$ cat src/rtl/crc32_check.sv
// ---------------------------------------------------------------------------
// crc32_check
// Receive-side CRC-32 checker. Takes a data word plus its attached CRC-32,
// divides the (WIDTH+32)-bit codeword bit-serially (MSB first) by a
// programmable polynomial and reports whether the remainder is zero.
// Init value 0, no reflection, no final XOR.
//
// Ports
//   clk        in   1       clock, rising edge
//   rst        in   1       asynchronous reset, active high
//   start      in   1       request a check; sampled only in IDLE
//   data       in   WIDTH   received data word, MSB first
//   crc_i      in   32      received CRC, follows data
//   polynom_i  in   33      generator polynomial; bit 32 implicit, ignored
//   busy       out  1       high from start accept until result
//   done       out  1       one-cycle result-valid pulse
//   ok         out  1       syndrome == 0
//   err        out  1       syndrome != 0
//   syndrome   out  32      final division remainder
//
// State table
//   state   | meaning
//   S_IDLE  | waiting for start; results from last check held
//   S_SHIFT | shifting one codeword bit per clock into the remainder
//   S_DONE  | final bit absorbed; publish result on the next edge
// ---------------------------------------------------------------------------
module crc32_check #(
    parameter int WIDTH = 32,
    parameter int CNT_W = 7
) (
    input  logic             clk,
    input  logic             rst,
    input  logic             start,
    input  logic [WIDTH-1:0] data,
    input  logic [31:0]      crc_i,
    input  logic [32:0]      polynom_i,
    output logic             busy,
    output logic             done,
    output logic             ok,
    output logic             err,
    output logic [31:0]      syndrome
);

    localparam int SR_W = WIDTH + 32;
    localparam logic [CNT_W-1:0] LAST_CNT = CNT_W'(SR_W - 1);

    typedef enum logic [1:0] {
        S_IDLE  = 2'd0,
        S_SHIFT = 2'd1,
        S_DONE  = 2'd2
    } state_t;

    state_t            state;
    state_t            state_nxt;
    logic [SR_W-1:0]   sr;
    logic [31:0]       r;
    logic [31:0]       r_nxt;
    logic [31:0]       poly;
    logic [CNT_W-1:0]  cnt;
    logic              load;
    logic              shift_en;
    logic              finish;

    // The x^32 term is always present, so the top polynomial bit carries no
    // information for the division.
    logic poly_msb_unused;
    assign poly_msb_unused = polynom_i[32];

    // State register
    always_ff @(posedge clk or posedge rst) begin
        if (rst) begin
            state <= S_IDLE;
        end else begin
            state <= state_nxt;
        end
    end

    // Next-state logic
    always_comb begin
        state_nxt = state;
        case (state)
            S_IDLE:  if (start) state_nxt = S_SHIFT;
            S_SHIFT: if (cnt == LAST_CNT) state_nxt = S_DONE;
            S_DONE:  state_nxt = S_IDLE;
            default: state_nxt = S_IDLE;
        endcase
    end

    // Output / control decode
    always_comb begin
        busy     = 1'b0;
        load     = 1'b0;
        shift_en = 1'b0;
        finish   = 1'b0;
        case (state)
            S_IDLE: begin
                load = start;
            end
            S_SHIFT: begin
                busy     = 1'b1;
                shift_en = 1'b1;
            end
            S_DONE: begin
                busy   = 1'b1;
                finish = 1'b1;
            end
            default: begin
                busy = 1'b0;
            end
        endcase
    end

    // One division step: bring in the next codeword bit, and reduce by the
    // polynomial when the bit falling out of the remainder (x^32) is set.
    always_comb begin
        r_nxt = {r[30:0], sr[SR_W-1]} ^ (r[31] ? poly : 32'd0);
    end

    // Datapath and registered results
    always_ff @(posedge clk or posedge rst) begin
        if (rst) begin
            sr       <= '0;
            r        <= '0;
            poly     <= '0;
            cnt      <= '0;
            done     <= 1'b0;
            ok       <= 1'b0;
            err      <= 1'b0;
            syndrome <= '0;
        end else begin
            done <= 1'b0;
            if (load) begin
                sr   <= {data, crc_i};
                poly <= polynom_i[31:0];
                r    <= '0;
                cnt  <= '0;
                ok   <= 1'b0;
                err  <= 1'b0;
            end else if (shift_en) begin
                sr  <= {sr[SR_W-2:0], 1'b0};
                r   <= r_nxt;
                cnt <= cnt + 1'b1;
            end else if (finish) begin
                syndrome <= r;
                ok       <= (r == 32'd0);
                err      <= (r != 32'd0);
                done     <= 1'b1;
            end
        end
    end

endmodule
$ cat config.mk
export PLATFORM = sky130hd
export DESIGN_NAME = crc32_check
export DESIGN_NICKNAME = d
export VERILOG_FILES = /design/src/rtl/crc32_check.sv
export SDC_FILE = /design/constraint.sdc
export NUM_CORES = 1
export LEC_CHECK = 0
export CAP_MARGIN = 20
export CORE_MARGIN = 2
export CORE_UTILIZATION = 53
export DETAILED_ROUTE_END_ITERATION = 7
export PLACE_DENSITY_LB_ADDON = 0.08
export SLEW_MARGIN = 20
export SYNTH_ARGS = -nofsm -noshare
export SYNTH_HDL_FRONTEND = slang
export SYNTH_SLANG_ARGS = --single-unit
$ cat constraint.sdc
create_clock -name clk -period 7.8 [get_ports clk]
set_input_delay 1.56 -clock clk [delete_from_list [all_inputs] [get_ports clk]]
set_output_delay 1.56 -clock clk [all_outputs]
set_load 0.02 [all_outputs]
Word level (Yosys, flattened, before mapping)
Index checks and enable logic that the tools add are counted.
{"block": "word_totals", "reg_bits": 172, "out_inout_bits": 36}
{"block": "classes", "eq_ne": 6, "n_reduce_logical": 9, "muxes": 23, "bitwise_logic": 3, "add_sub_neg": 1}
{"operator": "$mux 64", "n": 2}
{"operator": "$mux 32", "n": 3}
{"operator": "$logic_not 32->1", "n": 1}
{"operator": "$reduce_bool 32->1", "n": 1}
{"operator": "$xor 32x32->32", "n": 1}
{"operator": "$mux 7", "n": 2}
{"operator": "$mux 1", "n": 13}
{"operator": "$add 7x1->7 const B", "n": 1}
{"operator": "$eq 7x6->1 const B", "n": 1}
{"operator": "$ne 2x2->1 const B", "n": 3}
{"operator": "$mux 2", "n": 2}
{"operator": "$pmux 2 s2", "n": 1}
{"operator": "$reduce_and 2->1", "n": 2}
{"operator": "$reduce_bool 2->1", "n": 2}
{"operator": "$reduce_and 3->1", "n": 1}
{"operator": "$eq 2x1->1 const B", "n": 1}
{"operator": "$eq 2x2->1 const B", "n": 1}
{"operator": "$logic_not 2->1", "n": 1}
{"operator": "$not 1->1", "n": 2}
{"operator": "$reduce_or 2->1", "n": 1}

Depth between registers and ports, before layout
Gate-level depths: netlist of the first run.
{"block": "depth", "ltp_word": 5, "ltp_mapped": 8, "depth_no_buf": 6}

Worst setup path before layout of the first run
No wires, ideal clock.
{"block": "synth_path", "kind": "input to register", "startpoint": "in start", "endpoint": "reg sr[5]", "setup_slack_ps": 5420, "setup_ps": 133, "arrival_ps": 2247, "path_stages": 6, "n_path_buf": 3, "cell_sequence": "and2_1 buf_6 buf_6 buf_2 nand2_1 o21ai_0"}
{"block": "synth_between", "elab_chain_len": 2}
{"item": "from (decl)", "line_no": "33", "source": "input logic start,"}
{"item": "$mux 1 (*)", "line_no": "95", "source": "case (state)"}
{"item": "$mux 64 / $reduce_bool 2->1 (equally long branches)"}
{"item": "to (signal assigned)", "line_no": "133", "source": "sr <= {data, crc_i};"}
{"item": "to (signal assigned)", "line_no": "140", "source": "sr <= {sr[SR_W-2:0], 1'b0};"}
{"item": "to (decl)", "line_no": "55", "source": "logic [SR_W-1:0] sr;"}
Every way passes the cells marked *; elsewhere a longest branch is shown, timed or not.
A chain may end at the register's enable or synchronous reset.

Final worst setup path of the first run
{"block": "layout_path", "startpoint": "in start", "endpoint": "reg sr[13]"}
The elaborated chain is that of the path after synthesis.

==> results by stage, run 1 <==
Run status:
- The run finished with clean final reports.

Clock network:
- The number of CTS-inserted buffers is 17.
- The deepest level of the CTS H-tree is 4.
- Counting along the longest clock path gives a buffer depth of 2.
- The number of gates resized after CTS was 0.
- The cell sitting at the root of the clock tree is a sky130_fd_sc_hd__clkbuf_16.
- The number of post-CTS setup repair buffers is 0.
- The clock latency at the later pin of the worst-skew pair is 420 ps.
- TritonCTS built the clock tree.
- In this run, post-CTS hold repair placed 0 buffers.
- The CTS clock-pin slew for the worst setup and hold paths is 60 ps.
- The TritonCTS sink count is 172.

Critical path:
- The depth of the worst register-to-register path is 6.
- The category of cells accounting for the largest share of critical-path delay is buffers and inverters.
- The critical path's slowest cell is sky130_fd_sc_hd__buf_4.
- Counting both buffers and inverters, the worst setup path holds a total of 3.
- The critical path goes through clkdlybuf4s50_1 > and2_4 > buf_4 > buf_4 > o21ai_0.
- The cell repeated most along the worst path is sky130_fd_sc_hd__buf_4.
- The beginning of the worst register-to-register path is state[1].
- The biggest fanout along the worst timing path is 79.
- STA puts the critical path data required time at 8080 ps.
- The worst setup path is launched from an input port.
- The critical path runs through a total of 5 cells.
- The nature of the critical path endpoint is a flop.
- For this run, the slowest stage of the critical path takes 640 ps.
- The classification of the worst setup path is input port to flop.
- The setup slack of the worst register-to-register path is 4710 ps.
- The endpoint identified for the worst register-to-register timing path is cnt[6].
- The data arrival time of the critical path is 4140 ps.

Synthesis:
- The register area share after synthesis is 0.558.
- The synthesized design contains 0 enable-type register cells.
- The summed instance area of the synthesized netlist is 7710 sq um.
- Of the post-synthesis cell area, the dominant cell type holds 0.558.
- The gate count of the mapped netlist is 724.
- The share of flip-flops with an asynchronous set or reset after synthesis is 1.00.
- A synthesized cell averages 10.7 sq um.
- The Yosys step of the flow raised 0 warnings.
- The count of unique library cells instantiated by Yosys is 29.
- Summed over all instances, the cell type with the most area after synthesis is sky130_fd_sc_hd__dfrtp_1.
- The synthesized net count is 830.
- The leading register cell type out of synthesis is sky130_fd_sc_hd__dfrtp_1.
- By area the synthesized netlist is led by sky130_fd_sc_hd__dfrtp_1 (56%), sky130_fd_sc_hd__nand2_1 (9.6%), sky130_fd_sc_hd__mux2i_1 (8.3%), sky130_fd_sc_hd__mux2_2 (4.7%), sky130_fd_sc_hd__o21ai_0 (4.3%).
- The synthesized flop and latch total is 172.

Power and ir drop:
- The power density over cell area is 411 nW/um^2.
- In this run the static leakage power is 4.17 nW.
- The peak ir drop on the vdd network is 219 uV.
- The total power is 0.00396 W.

Timing:
- The clock skew is 4.88 ps.
- The tightest hold margin is 473 ps.
- Setup repair after global routing left no endpoint under its margin.
- The clock period could shrink to 3860 ps.
- The number of slew-limit violations in the final report came to 0.
- Static timing analysis puts the maximum clock frequency at 259 MHz.
- At the pin with the least slew margin, the transition time is 958 ps.
- The post-route fraction of the period consumed by the critical path is 0.495.
- Setup violations remaining at the end of the flow were counted as 0.
- The worst max-slew margin expressed relative to the limit is 0.361.
- The number of failing hold endpoints at the final stage is 0.
- For the final routed database, the setup TNS stands at 0 ps.

Route:
- The number of design rule violations left after detail routing is 0.
- In the final routed layout, each cell accounts on average for 14.9 microns.
- The detail route stage leaves a number of antenna-violating nets equal to 0.
- In this run, the number of DRC markers left after iteration 0 of detailed routing was 343.
- The iteration count of the initial detailed-routing pass is 4.
- Wires add up to 15400 microns.
- The final route contains 5413 vias.
- The detailed-route vias per instance is 5.25.

Finish:
- With fillers left out, the area of the finished cells amounts to 9620 sq um.
- In the final layout, the share of cells above drive strength 1 is 0.0979.
- The number of cells in the finished layout apart from fillers is 1032.
- The leading cell type in the layout, fill and taps excluded is sky130_fd_sc_hd__nand2_1.
- The number of inserted filler cells in the final layout is 1114.
- The net count of the finished layout is 941.
- 0 antenna diodes ended up in the layout.
- In the layout the commonest cells are sky130_fd_sc_hd__nand2_1 (197), sky130_fd_sc_hd__dfrtp_1 (172), sky130_fd_sc_hd__clkdlybuf4s50_1 (134).
- The area overhead of the layout relative to synthesis is 24.8%.

Hold path:
- The endpoint of the worst hold-timing path is poly[2].
- The worst hold-check path type is flop to flop.
- The worst hold path passes through 2 cells.
- In this run the most critical hold path is launched from poly[2].

GRT:
- Across every metal layer, demand over resource in global routing totals 0.210.
- The number of antenna violations at the first check in global routing is 0.
- The sum of overflow across all layers after global routing is 0.
- The number of global-route vias before repair is 5560.
- The pin count of the biggest net entering global routing is 110.
- The first global-routing pass estimated 26600 microns of wire.

Place:
- The HPWL reported at the end of detailed placement is 9890 microns.
- The quantity of I/O buffers inserted on ports is 134.
- The post-detailed-placement cell area is 9040 sq um.
- At the end of routability-driven placement, the weighted congestion stood at 0.753.
- The total instance count after detailed placement is 1000.

Job:
- The count of maximum capacitance violations is 0.

Die:
- For this design the top-level I/O count stands at 136.
- The initial core utilization is 0.537.
- From bottom edge to top edge, the die measures 125 microns.
- The number of cell rows is 44.
- The die covers 15500 sq um.
- The region available for standard cell placement spans 14400 sq um.
- The die boundary width is 125 microns.
## through the flow
step / util / setup WS [ps]
finish: 0.670 / 3940
global route: 0.670 / 3710
CTS: 0.670 / 3920
detailed placement: 0.629 / 3480
global placement: 0.629 / 3550
floorplan: - / 1580
## synth_stat cells, types with 2 or more instances
master                     count
sky130_fd_sc_hd__ha_1          6
sky130_fd_sc_hd__buf_4         9
sky130_fd_sc_hd__or3_1         2
sky130_fd_sc_hd__mux2i_1      64
sky130_fd_sc_hd__a211oi_1     22
sky130_fd_sc_hd__nand2_1     197
sky130_fd_sc_hd__dfrtp_1     172
sky130_fd_sc_hd__a21oi_1       4
sky130_fd_sc_hd__clkbuf_1      9
sky130_fd_sc_hd__buf_6         9
sky130_fd_sc_hd__mux2_1        2
sky130_fd_sc_hd__nor4_1        7
sky130_fd_sc_hd__nand4_1       3
sky130_fd_sc_hd__xor2_1       34
sky130_fd_sc_hd__a211oi_2      9
sky130_fd_sc_hd__inv_1         5
sky130_fd_sc_hd__nand3b_1      2
sky130_fd_sc_hd__nor2_1       38
sky130_fd_sc_hd__mux2_2       32
sky130_fd_sc_hd__o21ai_1       3
sky130_fd_sc_hd__buf_2        21
sky130_fd_sc_hd__o21ai_0      67
## registers in the layout, indices dropped and copies added (netlist names)
signal	cells
sr	64
err	1
done	1
poly	32
syndrome	32
r	32
cnt	7
state	2
ok	1
## cells by family after synthesis
| kind of cell | count (synthesis) | synth area share |
|---|---|---|
| and+or+nand+nor | 253 | 0.131 |
| DFF | 172 | 0.558 |
| muxes | 98 | 0.133 |
| AOI/OAI and AO/OA | 107 | 0.0860 |
| buffers and inverters | 53 | 0.0423 |
| adders and majority gates | 6 | 0.00974 |
| xor gates and xnor gates | 35 | 0.0398 |
## how the worst max path moves through the flow
stage                     slack, ps  startpoint  endpoint
final                          3940       start    sr[13]
after detailed placement       3480       start     sr[5]
after CTS                      3920       start    sr[13]
after global routing           3710       start    sr[13]
after floorplan                1580         rst    cnt[0]
after global placement         3550       start    sr[14]
## power breakdown
part           switching (W)  internal [W]
Combinational       0.000801      0.000727
Clock               0.000329      0.000483
Sequential          0.000297       0.00132
Total                0.00143       0.00253
## worst reg2reg max path, stage by stage, from the launching register on
cell and delay, ps:
sky130_fd_sc_hd__dfrtp_1 400, sky130_fd_sc_hd__inv_1 160, sky130_fd_sc_hd__ha_4 750, sky130_fd_sc_hd__buf_4 850, sky130_fd_sc_hd__nand4_1 320, sky130_fd_sc_hd__or3_1 370, sky130_fd_sc_hd__a21oi_1 160
## layer usage
metal | up-vias | GRT usage | wire length [microns]
met1 | 2646 | 0.273 | 6990
met4 | 0 | 0.0575 | 176
met5 | - | 0 | 0
met2 | 99 | 0.356 | 7650
met3 | 16 | 0.0503 | 572
li1 | 2652 | - | -
## layout make-up
cell class | count | area, sq um | share of cell area
multi-input cells | 499 | 3100 | 0.322
repair buffers | 140 | 1390 | 0.144
well taps | 184 | 230 | 0.0239
flip-flops and latches | 172 | 4300 | 0.447
clock inverters | 4 | 25.0 | 0.00260
clock buffers | 28 | 557 | 0.0579
inverters | 5 | 23.8 | 0.00247
No activity file was read; power rests on OpenSTA's default activity.
==> run 2, diff against run 1 <==
--- a/config.mk
+++ b/config.mk
@@ -7,7 +7,7 @@
 export LEC_CHECK = 0
 export CAP_MARGIN = 20
 export CORE_MARGIN = 2
-export CORE_UTILIZATION = 53
+export CORE_UTILIZATION = 48
 export DETAILED_ROUTE_END_ITERATION = 7
 export PLACE_DENSITY_LB_ADDON = 0.08
 export SLEW_MARGIN = 20
==> constraint.sdc (replaced) <==
create_clock -name clk -period 3.41 [get_ports clk]
set_input_delay 0.682 -clock clk [delete_from_list [all_inputs] [get_ports clk]]
set_output_delay 0.682 -clock clk [all_outputs]
set_load 0.02 [all_outputs]
==> run 2 against run 1 <==
  * Sequential share of layout area is 0.93 points lower
  * Combinational power is 130% higher
  * Register-to-register slack worse by 3300 ps
==> results by stage, run 2 (synthesized netlist as in run 1, its figures left out) <==
Route:
- The wire length per cell is 14.6 microns.
- In the routed design, unresolved DRC markers number 0.
- After detailed routing, no signal wire sits above met4.
- Summed over all layers, the routed wires come to 15700 microns.
- The routed length on met3 is 591 microns.
- The number of vias after detailed routing is 5436.
- The routed design uses 7900 microns of met2 wire.
- In the routed layout, each cell is associated on average with a via count of 5.07.
- The number of design-rule violations left by the first detailed-router iteration is 278.
- The iteration count of the initial detailed-routing pass is 4.
- In the final routing, the length of wire on met1 measures 6880 microns.
- In this run the remaining antenna-violating nets after routing total 0.

Timing:
- The worst pin sits at a relative slew slack of 0.386.
- The measured slew at the worst slew-check pin is 918 ps.
- The number of slew-limit violations in the final report is 0.
- The least setup slack across all paths after layout is 854 ps.
- For this run, the top clock speed supported by timing is 391 MHz.
- The worst path in the final design needs a cycle of 2560 ps, including I/O delays and setup.
- Dividing the final minimum period by the clock period gives 0.749.
- Clock skew on the completed layout was measured at 8.23 ps.
- Setup violations remaining at the end of the flow were counted as 0.
- Setup total negative slack on the finished layout was measured at 0 ps.
- The number of failing hold endpoints at the final stage is 0.
- Setup repair after global routing left no endpoint under its margin.

Clock network:
- Clock tree synthesis inserted a total of 17 buffers.
- In this run, post-CTS repair resized a total of 0 instances.
- The clock drives 172 sinks.
- The deepest level of the CTS H-tree is 4.
- The hold buffer count at CTS is 0.
- For the worst-skew pair, the clock arrives at the later sink with an insertion delay of 420 ps.
- The CTS tree is yes.
- The CTS clock-pin slew for the worst setup and hold paths is 60 ps.
- The tree is rooted in a sky130_fd_sc_hd__clkbuf_16.
- The clock passes through at most 2 buffers.
- The number of post-CTS setup repair buffers is 0.

Finish:
- The fraction of layout instances using a drive strength above 1 is 0.104.
- The register with the most flip-flops in the layout has 64 of them.
- The antenna cell count is 0.
- The register with the most flip-flops is sr.
- For this run, the post-layout net count is 950.
- Leaving out fill and tap cells, the most frequent cells in the layout are sky130_fd_sc_hd__nand2_1 (197), sky130_fd_sc_hd__dfrtp_1 (172), sky130_fd_sc_hd__clkdlybuf4s50_1 (134).
- The library cell used most frequently in the layout, excluding fill and tap cells, is sky130_fd_sc_hd__nand2_1.
- The area overhead of the layout relative to synthesis is 27.5%.

Job:
- The count of maximum capacitance violations is 0.

Hold path:
- The worst hold-check path type is flop to flop.
- The worst hold path begins at poly[1].

Critical path:
- In this design, the stage delay of the slowest critical-path cell is 620 ps.
- The biggest fanout along the worst timing path is 4.
- Walking the worst path, the cells encountered are inv_1 > ha_1 > clkdlybuf4s50_1.
- The worst setup path is captured at an output port.
- The critical path's slowest cell is sky130_fd_sc_hd__clkdlybuf4s50_1.
- The data arrival time of the critical path is 1870 ps.
- The classification of the worst setup path is flop to output port.
- The critical path startpoint category is a flop.
- The beginning of the worst register-to-register path is state[0].
- The launching element of the worst setup path is state[0].
- For the worst setup path, the data required time is 2730 ps.

GRT:
- The first-pass GRT wire length is 26200 microns.
- The number of antenna violations at the first check in global routing is 0.
- Entering global routing, the biggest net connects 69 pins.
- The sum of overflow across all layers after global routing is 0.
- The number of global-route vias before repair was 5459.
- In the global route stage, overall resource usage came out at 0.196.

Die:
- The number of cell rows is 46.
- The die boundary width is 131 microns.
- The count of pins on the block boundary is 136.
- The height of the die is 131 microns.
- For this configuration, the core starts out at a cell density of 0.489.
- The die area is 17100 sq um.
- The standard cell core area is 15800 sq um.

Place:
- Timing analysis after detailed placement gives a worst setup slack of 963 ps.
- Port buffering added 134 buffers.
- Routability-driven placement finished with a final weighted congestion of 0.776.
- Detailed placement finished with a half-perimeter wire length of 10600 microns.

Power and ir drop:
- IR analysis of the VDD net gives a maximum drop of 516 uV.
- Dividing total power by cell area gives a power density of 939 nW/um^2.
- The share of total power dissipated in sequential elements is 0.400.
- The cell leakage power is 4.25 nW.
- Of the total power, the share spent switching nets is 0.354.
- The combinational power share is 0.386.
- Summed over all nets, the switching power comes to 0.00327 W.
- The cell internal power dissipation is 0.00596 W.
- The part of the total power dissipated in the clock network is 0.214.

Run status:
- The flow ran to the end, and the final reports show no timing, DRC or antenna violations.
## run 2: changes by cell type in the layout (fill, tap and decap cells not counted)
| cell | previous run | this run |
|---|---|---|
| sky130_fd_sc_hd__inv_6 | 1 | 0 |
| sky130_fd_sc_hd__clkbuf_8 | 9 | 4 |
| sky130_fd_sc_hd__buf_12 | 0 | 6 |
| sky130_fd_sc_hd__bufinv_16 | 0 | 3 |
| sky130_fd_sc_hd__buf_4 | 6 | 9 |
| sky130_fd_sc_hd__clkinv_4 | 0 | 1 |
| sky130_fd_sc_hd__clkinvlp_4 | 2 | 1 |
| sky130_fd_sc_hd__clkbuf_1 | 2 | 4 |
## run 2: worst paths after layout
kind,end,slack (ps),cells after the start
hold reg to reg,poly[1],470,2
min in group asynchronous,poly[30],780,2
hold / removal,poly[1],470,2
max in group asynchronous,sr[5],1960,3
setup reg to reg,ok,1370,5
setup / recovery,busy,850,3
## run 2: cell type report
| cell class | instances | area (sq um) |
|---|---|---|
| Clock buffer | 25 | 495 |
| Clock inverter | 6 | 109 |
| Fill cell | 1327 | 5940 |
| Inverter | 5 | 22.5 |
| Multi-Input combinational cell | 499 | 3100 |
| Sequential cell | 172 | 4300 |
| Tap cell | 216 | 270 |
| Timing Repair Buffer | 149 | 1530 |
## run 2: power groups by stage
stage / clock [W] / combinational (W) / sequential, W
floorplan: 0 / 0.00251 / 0.00375
global placement: 0 / 0.00348 / 0.00368
detailed placement: 0 / 0.00361 / 0.00372
CTS: 0.00202 / 0.00362 / 0.00369
global route: 0.00210 / 0.00399 / 0.00382
finish: 0.00198 / 0.00356 / 0.00369
## run 2: metrics by stage
stage | area [sq um] | utilization | hold WS [ps] | total power (W) | instances
after floorplan | 7710 | - | 446 | 0.00626 | 724
after global placement | 9220 | 0.585 | 458 | 0.00716 | 1041
after CTS | 9830 | 0.623 | 478 | 0.00933 | 1072
after detailed placement | 9220 | 0.585 | 462 | 0.00733 | 1041
final | 9830 | 0.623 | 474 | 0.00923 | 1072
after global routing | 9830 | 0.623 | 500 | 0.00991 | 1072
## run 2: worst max-delay path, delay by kind of cell (launching register included)
| kind | cells | cell delay [ps] |
|---|---|---|
| buffers and inverters | 2 | 730 |
| flip-flops | 1 | 430 |
| adder cells (fa/ha/maj) | 1 | 290 |
## run 2: metal layers
| layer | global-route usage | vias to the layer above |
|---|---|---|
| li1 | - | 2675 |
| met1 | 0.249 | 2630 |
| met2 | 0.331 | 106 |
| met3 | 0.0419 | 25 |
| met4 | 0.0745 | 0 |
| met5 | 0 | - |
